==> config.mk <==
export PLATFORM = sky130hd
export DESIGN_NAME = xs3_to_binary_seq
export DESIGN_NICKNAME = d
export VERILOG_FILES = /design/src/rtl/xs3_pkg.sv /design/src/rtl/xs3_digit_decode.sv /design/src/rtl/xs3_to_binary_seq.sv
export SDC_FILE = /design/constraint.sdc
export NUM_CORES = 1
export LEC_CHECK = 0
export BUFFER_PORTS_ARGS = -buffer_cell sky130_fd_sc_hd__buf_2
export CAP_MARGIN = 15
export CELL_PAD_IN_SITES_DETAIL_PLACEMENT = 0
export CELL_PAD_IN_SITES_GLOBAL_PLACEMENT = 1
export CORE_UTILIZATION = 48
export CTS_CLUSTER_DIAMETER = 120
export CTS_CLUSTER_SIZE = 25
export DETAILED_ROUTE_END_ITERATION = 8
export PLACE_DENSITY_LB_ADDON = 0.1
export SLEW_MARGIN = 40
export SYNTH_ARGS = -nofsm -noshare
export SYNTH_HDL_FRONTEND = slang
export SYNTH_HIERARCHICAL = 1
export SYNTH_SLANG_ARGS = --single-unit
==> constraint.sdc <==
create_clock -name clk -period 5 [get_ports clk]
set_clock_uncertainty 0.1 [all_clocks]
set_input_delay 0.25 -clock clk [delete_from_list [all_inputs] [get_ports clk]]
set_output_delay 0.25 -clock clk [all_outputs]
set_load 0.005 [all_outputs]
==> src/rtl/xs3_pkg.sv <==
// Shared constants and state encoding for the excess-3 decode path.
package xs3_pkg;

   localparam logic [3:0] XS3_OFFSET = 4'd3;
   localparam logic [3:0] XS3_MIN    = 4'h3;
   localparam logic [3:0] XS3_MAX    = 4'hC;

   typedef enum logic [1:0] {
      IDLE  = 2'd0,
      ACCUM = 2'd1,
      DONE  = 2'd2
   } xs3_state_t;

endpackage

==> src/rtl/xs3_digit_decode.sv <==
// Single-digit excess-3 to BCD decode; illegal codes map to 0 and raise bad.
module xs3_digit_decode
   import xs3_pkg::*;
(
   input  logic [3:0] code,
   output logic [3:0] d,
   output logic       bad
);

   always_comb begin
      bad = (code < XS3_MIN) || (code > XS3_MAX);
      d   = bad ? 4'd0 : (code - XS3_OFFSET);
   end

endmodule

==> src/rtl/xs3_to_binary_seq.sv <==
// Serial excess-3 digit stream (MSD first) to binary, with sticky error flag.
//
//   state | meaning
//   IDLE  | waiting for the first digit of a number
//   ACCUM | at least one digit taken, accumulating acc*10 + d
//   DONE  | result presented on out_*, waiting for out_ready
module xs3_to_binary_seq
   import xs3_pkg::*;
#(
   parameter int NDIGITS = 4,
   parameter int BIN_W   = 14,
   parameter int CNT_W   = 3
) (
   input  logic             clk,
   input  logic             rst_n,
   input  logic             in_valid,
   output logic             in_ready,
   input  logic [3:0]       in_digit,
   input  logic             in_last,
   output logic             out_valid,
   input  logic             out_ready,
   output logic [BIN_W-1:0] out_bin,
   output logic             out_err,
   output logic [CNT_W-1:0] out_ndigits
);

   xs3_state_t       state_q, state_d;
   logic [BIN_W-1:0] acc_q, acc_d;
   logic [CNT_W-1:0] cnt_q, cnt_d;
   logic             err_q, err_d;
   logic             out_valid_q, out_valid_d;
   logic [BIN_W-1:0] out_bin_q, out_bin_d;
   logic             out_err_q, out_err_d;
   logic [CNT_W-1:0] out_ndigits_q, out_ndigits_d;

   logic [3:0] dig_d;
   logic       dig_bad;
   logic       accept;

   xs3_digit_decode u_dec (
      .code (in_digit),
      .d    (dig_d),
      .bad  (dig_bad)
   );

   assign in_ready = (state_q != DONE) && rst_n;
   assign accept   = in_valid && in_ready;

   always_comb begin
      state_d = state_q;
      acc_d   = acc_q;
      cnt_d   = cnt_q;
      err_d   = err_q;
      case (state_q)
         IDLE: begin
            if (accept) begin
               acc_d   = BIN_W'(dig_d);
               cnt_d   = CNT_W'(1);
               err_d   = dig_bad;
               state_d = (in_last || (NDIGITS == 1)) ? DONE : ACCUM;
            end
         end
         ACCUM: begin
            if (accept) begin
               // x10 as shift-add; the BIN_W sizing rule means this never wraps
               acc_d   = (acc_q << 3) + (acc_q << 1) + BIN_W'(dig_d);
               cnt_d   = cnt_q + CNT_W'(1);
               err_d   = err_q | dig_bad;
               if (in_last || ((cnt_q + CNT_W'(1)) == CNT_W'(NDIGITS)))
                  state_d = DONE;
            end
         end
         DONE: begin
            if (out_ready) begin
               state_d = IDLE;
               acc_d   = '0;
               cnt_d   = '0;
               err_d   = 1'b0;
            end
         end
         default: begin
            state_d = IDLE;
            acc_d   = '0;
            cnt_d   = '0;
            err_d   = 1'b0;
         end
      endcase

      // Outputs are loaded from next-state values so they appear with DONE.
      out_valid_d   = (state_d == DONE);
      out_bin_d     = out_valid_d ? acc_d : '0;
      out_err_d     = out_valid_d ? err_d : 1'b0;
      out_ndigits_d = out_valid_d ? cnt_d : '0;
   end

   always_ff @(posedge clk or negedge rst_n) begin
      if (!rst_n) begin
         state_q       <= IDLE;
         acc_q         <= '0;
         cnt_q         <= '0;
         err_q         <= 1'b0;
         out_valid_q   <= 1'b0;
         out_bin_q     <= '0;
         out_err_q     <= 1'b0;
         out_ndigits_q <= '0;
      end else begin
         state_q       <= state_d;
         acc_q         <= acc_d;
         cnt_q         <= cnt_d;
         err_q         <= err_d;
         out_valid_q   <= out_valid_d;
         out_bin_q     <= out_bin_d;
         out_err_q     <= out_err_d;
         out_ndigits_q <= out_ndigits_d;
      end
   end

   assign out_valid   = out_valid_q;
   assign out_bin     = out_bin_q;
   assign out_err     = out_err_q;
   assign out_ndigits = out_ndigits_q;

endmodule

==> implementation parameters, run 1 <==
Parameter                              Value

Run status
  Result of the run    finished, final reports clean

Clock network
  CTS root buf    clkbuf_8
  Post-CTS setup buffer count    0
  Number of hold buffers added after cts    1
  Number of H-tree levels    2
  Max Root-Sink Buffers    2
  Clock buffers created by TritonCTS    5
  Count of instances resized after the clock tree is built    0
  Worst-skew pair later-pin latency    0.29 ns
  Clk pin slew, worst setup/hold paths    0.08 ns
  TritonCTS clock tree    built
  Number of clock sinks    39

Yosys
  Post-synthesis cell type count    45
  Synthesized Nets    289
  Mean post-synth cell area    9.476 sq um
  Post-Syn Area    ~2400 sq um
  Sequential fraction of the synthesis area    41.03%
  Simple-gate portion of the synthesized area    18.25%
  Post-synthesis share of cell area spent on xor and xnor gates    under 10%
  Number of synthesized register bits    39
  Post-synthesis share of cell area spent on full adders, half adders and majority gates    about 16%
  Share of synthesized area spent on multiplexers    2.157%
  Synthesis warning total    6
  Largest family of logic cells by synthesized area    simple AND/OR/NAND/NOR gates
  Area fraction in compound gates after synthesis    approximately 16%
  Gate count after technology mapping    251

Global route
  Congestion Overflow GR    0
  Initial antenna violation count    0
  Via count of the first global-routing pass    1753
  Total Routing Usage GR    22.89%
  Maximum number of pins on one net before global-route repair    44
  Global-route wire length before repair    roughly 8900 um

Critical path
  Required time at the endpoint of the critical path    between 5 and 6 ns
  Crit. End Element    register
  Data arrival time of the critical path    3.09 ns
  Largest fanout on the critical path    4
  Worst Setup Start Kind    input pin
  Worst setup path class    input pin to register

Floorplanning
  Starting utilization of the core area    50.03%
  Io pins    29
  Overall die height    72.40 um
  Core Box Area    4755 sq um
  Die outline area    5241 sq um
  FP Rows    25
  Chip Width    72.40 um

Place
  Global placer's final weighted congestion    0.8897
  Placed Area    roughly 2600 sq um
  Detailed-placement wirelength estimate    3879 um
  Port bufs    28

Power and ir drop
  VDD IR max    0.0001535 V
  Combinational power share    25.9%
  Leakage component of the power    1.436 nW
  Switching power    0.2855 mW
  Relative contribution of the clock network to total power    approximately 34%
  Power per cell area    342.1 nW/um^2
  Total power    0.9349 mW
  Cell-internal power    around 0.65 mW
  Sequential share of power    40.5%
  Switching fraction of total power    30.54%

Timing
  Setup Viol. Count Final    0
  Worst slew margin relative to its limit    48.72%
  Fmax    331.6 MHz
  Final Slew Violations    0
  Fraction of the cycle the final worst path needs    60.31%
  Aggregate negative setup slack    0 ns
  Final critical path time including I/O delays and setup    approximately 3.0 ns
  Worst-case hold slack    0.1244 ns
  Final-report hold violation count    0
  RSZ-0062 raised after global routing    false
  Transition time at the pin with the least slew margin    0.7543 ns

Cells and area
  Count of inserted antenna diode cells    0
  Cell area after layout    around 2700 sq um
  Synthesis-to-layout area growth    14.89%
  Top library cells by usage in the layout, fill and taps aside    dfrtp_1 (39), nor2_1 (28), buf_2 (28)
  Number of nets at the end of the flow    320
  Fraction of final layout cells with drive strength greater than 1    15.55%
  Most frequent standard cell in the layout excluding fill and tap cells    dfrtp_1

Route
  Final WL    5404 um
  Per-cell routed wire length    about 15 um
  Number of nets with antenna violations after detailed routing    0
  Detailed-routing iteration count for the pre-antenna-repair pass    4
  DRC errors left    0
  Via count    1879
  Number of violations reported at the end of detailed-routing iteration 0    100
  Detail-routed via count per cell    between 5 and 6

Run
  Max Cap Violations    0

Worst hold path
  Kind of path behind the tightest hold check    input pin to register
## state kept, by name, indices dropped and copies added, names as in the netlist
name and count:
state_q 2, out_ndigits 3, acc_q 14, err_q 1
out_err 1, out_valid 1, cnt_q 3, out_bin 14
## final cells by class
class                      instances  area, sq um
fill                             439         2022
timing repair buffer              31        165.2
clock inverter                     2        60.06
multi-input combinational        189         1315
tap                               67        83.83
sequential                        39        975.9
inverter                          16        60.06
clock buffer                       6        72.57
## metrics by stage
stage / std cells / utilization [%] / setup slack [ns]
floorplan: 251 / - / 2.166
global placement: 341 / 54.39 / 1.707
detailed placement: 341 / 54.47 / 1.721
CTS: 350 / 57.47 / 2.018
global route: 350 / 57.47 / 1.804
finish: 350 / 57.47 / 1.984
## per-layer routing
metal	vias to the layer above	track usage [%]	wire length, um
li1	946	-	-
met1	887	31.10	2631
met2	37	36.14	2482
met3	9	4.306	178
met4	0	9.150	111
met5	-	0	0
## cell usage after synthesis (all sizes together)
cell type,count,area share [%]
dfrtp,39,41
nor2,28,4.4
ha,27,14
nand2,21,3.3
a21oi,20,4.4
inv,16,2.5
and2,10,2.6
o21ai,10,2.1
nor3,7,1.5
a21o,6,1.9
xnor2,6,2.2
nand3,5,1.1
a22oi,4,1.3
a31oi,4,1.7
clkbuf,4,0.63
mux2i,4,1.7
nand2b,4,1.4
a211oi,3,0.95
a32oi,3,1.1
buf,3,0.68
nor2b,3,0.89
o22ai,3,0.79
or3,3,0.79
and3,2,0.53
fa,2,1.7
nand4,2,0.53
a311oi,1,0.37
and2b,1,0.32
mux2,1,0.47
nand3b,1,0.32
nor3b,1,0.32
o2111ai,1,0.37
o211ai,1,0.32
o21a,1,0.32
o2bb2ai,1,0.37
o31ai,1,0.32
or4,1,0.32
xor2,1,0.37
## final timing paths
kind | startpoint | endpoint | slack (ns) | depth (start not counted)
min | in_last | state_q[0] | 0.12 | 4
max reg2reg | acc_q[0] | out_bin[10] | 2.15 | 9
max | in_digit[0] | out_bin[10] | 1.98 | 16
min in group asynchronous | rst_n | out_bin[4] | 0.45 | 3
max in group asynchronous | rst_n | acc_q[5] | 3.97 | 3
min reg2reg | err_q | err_q | 0.43 | 1
## power by group through the flow
stage / sequential (mW) / combinational, mW / clock, mW
2_1_floorplan: 0.370 / 0.187 / 0
3_3_place_gp: 0.384 / 0.237 / 0
3_5_place_dp: 0.385 / 0.242 / 0
4_1_cts: 0.379 / 0.245 / 0.318
5_1_grt: 0.383 / 0.278 / 0.331
6_report: 0.379 / 0.242 / 0.314
## kinds of logic after synthesis
group / after synthesis
flops: 39
xor+xnor: 7
compound gates: 59
fa+ha+maj: 29
simple gates: 89
buf+inv: 23
mux: 5
## critical path, cell delays in order
cell	delay, ns
buf_2	0.12
inv_1	0.05
ha_1	0.15
and2b_1	0.20
a21o_2	0.24
nor2b_2	0.15
ha_1	0.16
ha_1	0.17
inv_1	0.06
fa_1	0.40
nor2b_1	0.18
o2111ai_1	0.17
a31oi_1	0.28
mux2i_1	0.11
a211oi_1	0.31
nor2_1	0.09
(Power assumes the default switching activity.)
==> inputs of run 2 (changes only) <==
CORE_UTILIZATION = 45   (was 48)
clock period = 2.81 ns   (was 5 ns; I/O delays follow)
==> run 2 against run 1 <==
Compared with the run above:
- critical path depth decreased by 7
- combinational power increased by 130%
- clock-buffer cell count decreased by 1
- non-clock buffer count increased by 25
- sequential share of layout area decreased by 3.1 points
- worst setup slack got worse by 1.9 ns
- highest routed layer unchanged
==> implementation parameters, run 2 (synthesized netlist as in run 1, its figures left out) <==
Parameter                              Value

Run status
  Result of the run    finished, final reports clean

Floorplanning
  FP Rows    26
  Die outline area    5580 sq um
  Chip Width    74.70 um
  Overall die height    approximately 75 um
  Starting utilization of the core area    46.57%
  Io pins    29
  Core Box Area    5107 sq um

Timing
  Aggregate negative setup slack    0 ns
  PnR worst setup slack    0.1148 ns
  Final critical path time including I/O delays and setup    approximately 2.7 ns
  Final Slew Violations    0
  Fraction of the cycle the final worst path needs    between 90% and 100%
  Worst slew margin relative to its limit    59.98%
  Transition time at the pin with the least slew margin    0.6003 ns
  Final-report hold violation count    0
  Setup Viol. Count Final    0
  Fmax    371.0 MHz

Global route
  Met1 GRT Util    29.04%
  Global-route met2 utilization    36.14%
  Global-route wire length before repair    9011 um
  Congestion Overflow GR    0
  Layer with the highest usage    met2
  Via count of the first global-routing pass    1842
  Maximum number of pins on one net before global-route repair    27
  Total Routing Usage GR    a little over a fifth
  Initial antenna violation count    0
  GR Layer Usage met3    4.418%

Clock network
  Number of H-tree levels    2
  Number of clock sinks    39
  Clk pin slew, worst setup/hold paths    0.09 ns
  TritonCTS clock tree    built
  CTS root buf    clkbuf_8
  Clock buffers created by TritonCTS    5
  Max Root-Sink Buffers    2
  Worst-skew pair later-pin latency    0.30 ns

Route
  Number of violations reported at the end of detailed-routing iteration 0    53
  Number of nets with antenna violations after detailed routing    0
  Detail-routed via count per cell    5.262
  Detailed-routing iteration count for the pre-antenna-repair pass    4
  DRC errors left    0
  Final WL    5689 um
  Per-cell routed wire length    15.05 um
  Via count    1989

Power and ir drop
  Leakage component of the power    1.538 nW
  Power per cell area    approximately 540 nW/um^2
  Relative contribution of the clock network to total power    25.0%
  Total power    1.627 mW
  VDD IR max    between 0.0002 and 0.0003 V
  Combinational power share    between 30% and 40%
  Switching power    around 0.58 mW
  Sequential share of power    about 40%
  Cell-internal power    1.052 mW
  Switching fraction of total power    a little over a third

Critical path
  Required time at the endpoint of the critical path    ~2.9 ns
  Worst reg-to-reg path cell count    9
  CP max-delay cell    or4_4
  Largest fanout on the critical path    5
  Stage delay of the slowest cell on the critical path    0.55 ns
  Worst setup path class    register to register
  Worst-path cell chain    buf_4, buf_4, ha_1, ha_1, a31oi_4, a21oi_2, or4_4, a21oi_4, nor3_2
  Worst Setup Start Kind    register
  Data arrival time of the critical path    2.76 ns
  Crit. End Element    register

Place
  Port bufs    28
  Detailed-placement wirelength estimate    4088 um
  Global placer's final weighted congestion    approximately 0.85
  Placed Area    ~2700 sq um
  Dpl ws    -0.3611 ns

Cells and area
  Top library cells by usage in the layout, fill and taps aside    dfrtp_1 (39), nor2_1 (28), buf_2 (28)
  Number of inserted filler cells in the final layout    between 400 and 500
  Layout Utilization    approximately three fifths
  Count of inserted antenna diode cells    0
  Synthesis-to-layout area growth    25.99%
  Area of the multi-input gates    1425 sq um
  Most frequent standard cell in the layout excluding fill and tap cells    dfrtp_1
  Number of nets at the end of the flow    around 350
  Fraction of final layout cells with drive strength greater than 1    28.90%
  Cell area after layout    2997 sq um
  Area of all sequential standard cells    975.9 sq um

Run
  Max Cap Violations    0

Worst hold path
  Kind of path behind the tightest hold check    input pin to register
  Number of stages on the worst hold path    4
==> run 2: layout make-up <==
| type | instances | share of cell area [%] |
|---|---|---|
| Multi-Input combinational cell | 189 | 47.56 |
| Sequential cell | 39 | 32.57 |
| Timing Repair Buffer | 56 | 11.86 |
| Tap cell | 70 | 2.923 |
| Clock buffer | 5 | 2.296 |
| Inverter | 16 | 2.004 |
| Clock inverter | 3 | 0.7933 |
==> run 2: what timing repair did <==
item | CTS | global route
pin swaps | 1 | 13
setup buffers | 0 | 3
gates resized for setup | 1 | 24
endpoints found under the hold margin | 16 | 0
hold buffers | 2 | 0
endpoints found under the setup margin | 2 | 13
==> run 2: critical path, delay by kind of cell, from the launching register on <==
family	cells	cell delay, ns
adder cells (fa/ha/maj)	2	0.71
AND/OR/NAND/NOR	2	0.61
AO/OA/AOI/OAI	3	0.48
flip-flops	1	0.39
buffers and inverters	2	0.27
==> run 2: per-stage QoR <==
| stage | cells | hold WS [ns] |
|---|---|---|
| finish | 378 | 0.08069 |
| global placement | 365 | -0.01084 |
| detailed placement | 365 | -0.008063 |
| CTS | 375 | 0.07326 |
| floorplan | 251 | -0.2551 |
| global route | 378 | 0.1478 |
==> run 2: path summary, 6_finish.rpt <==
| check | start | end | slack (ns) |
|---|---|---|---|
| min in group asynchronous | rst_n | out_bin[4] | 0.19 |
| hold / removal | in_valid | state_q[0] | 0.08 |
| max in group asynchronous | rst_n | state_q[1] | 1.73 |
| hold reg to reg | err_q | err_q | 0.42 |
| setup reg to reg | acc_q[2] | acc_q[13] | 0.11 |
| setup / recovery | acc_q[2] | acc_q[13] | 0.11 |
==> run 2: layer usage <==
metal	share of wire, %	wire [um]	up-vias
met3	2.7	153	10
met4	2.0	112	0
met2	48	2751	31
met5	0	0	-
li1	-	-	994
met1	47	2671	954
==> run 2: power groups by stage <==
stage / clock, mW / combinational, mW / sequential, mW
after floorplan: 0 / 0.334 / 0.658
after global placement: 0 / 0.497 / 0.671
after detailed placement: 0 / 0.500 / 0.671
after CTS: 0.420 / 0.507 / 0.660
after global routing: 0.432 / 0.631 / 0.670
final: 0.406 / 0.560 / 0.661
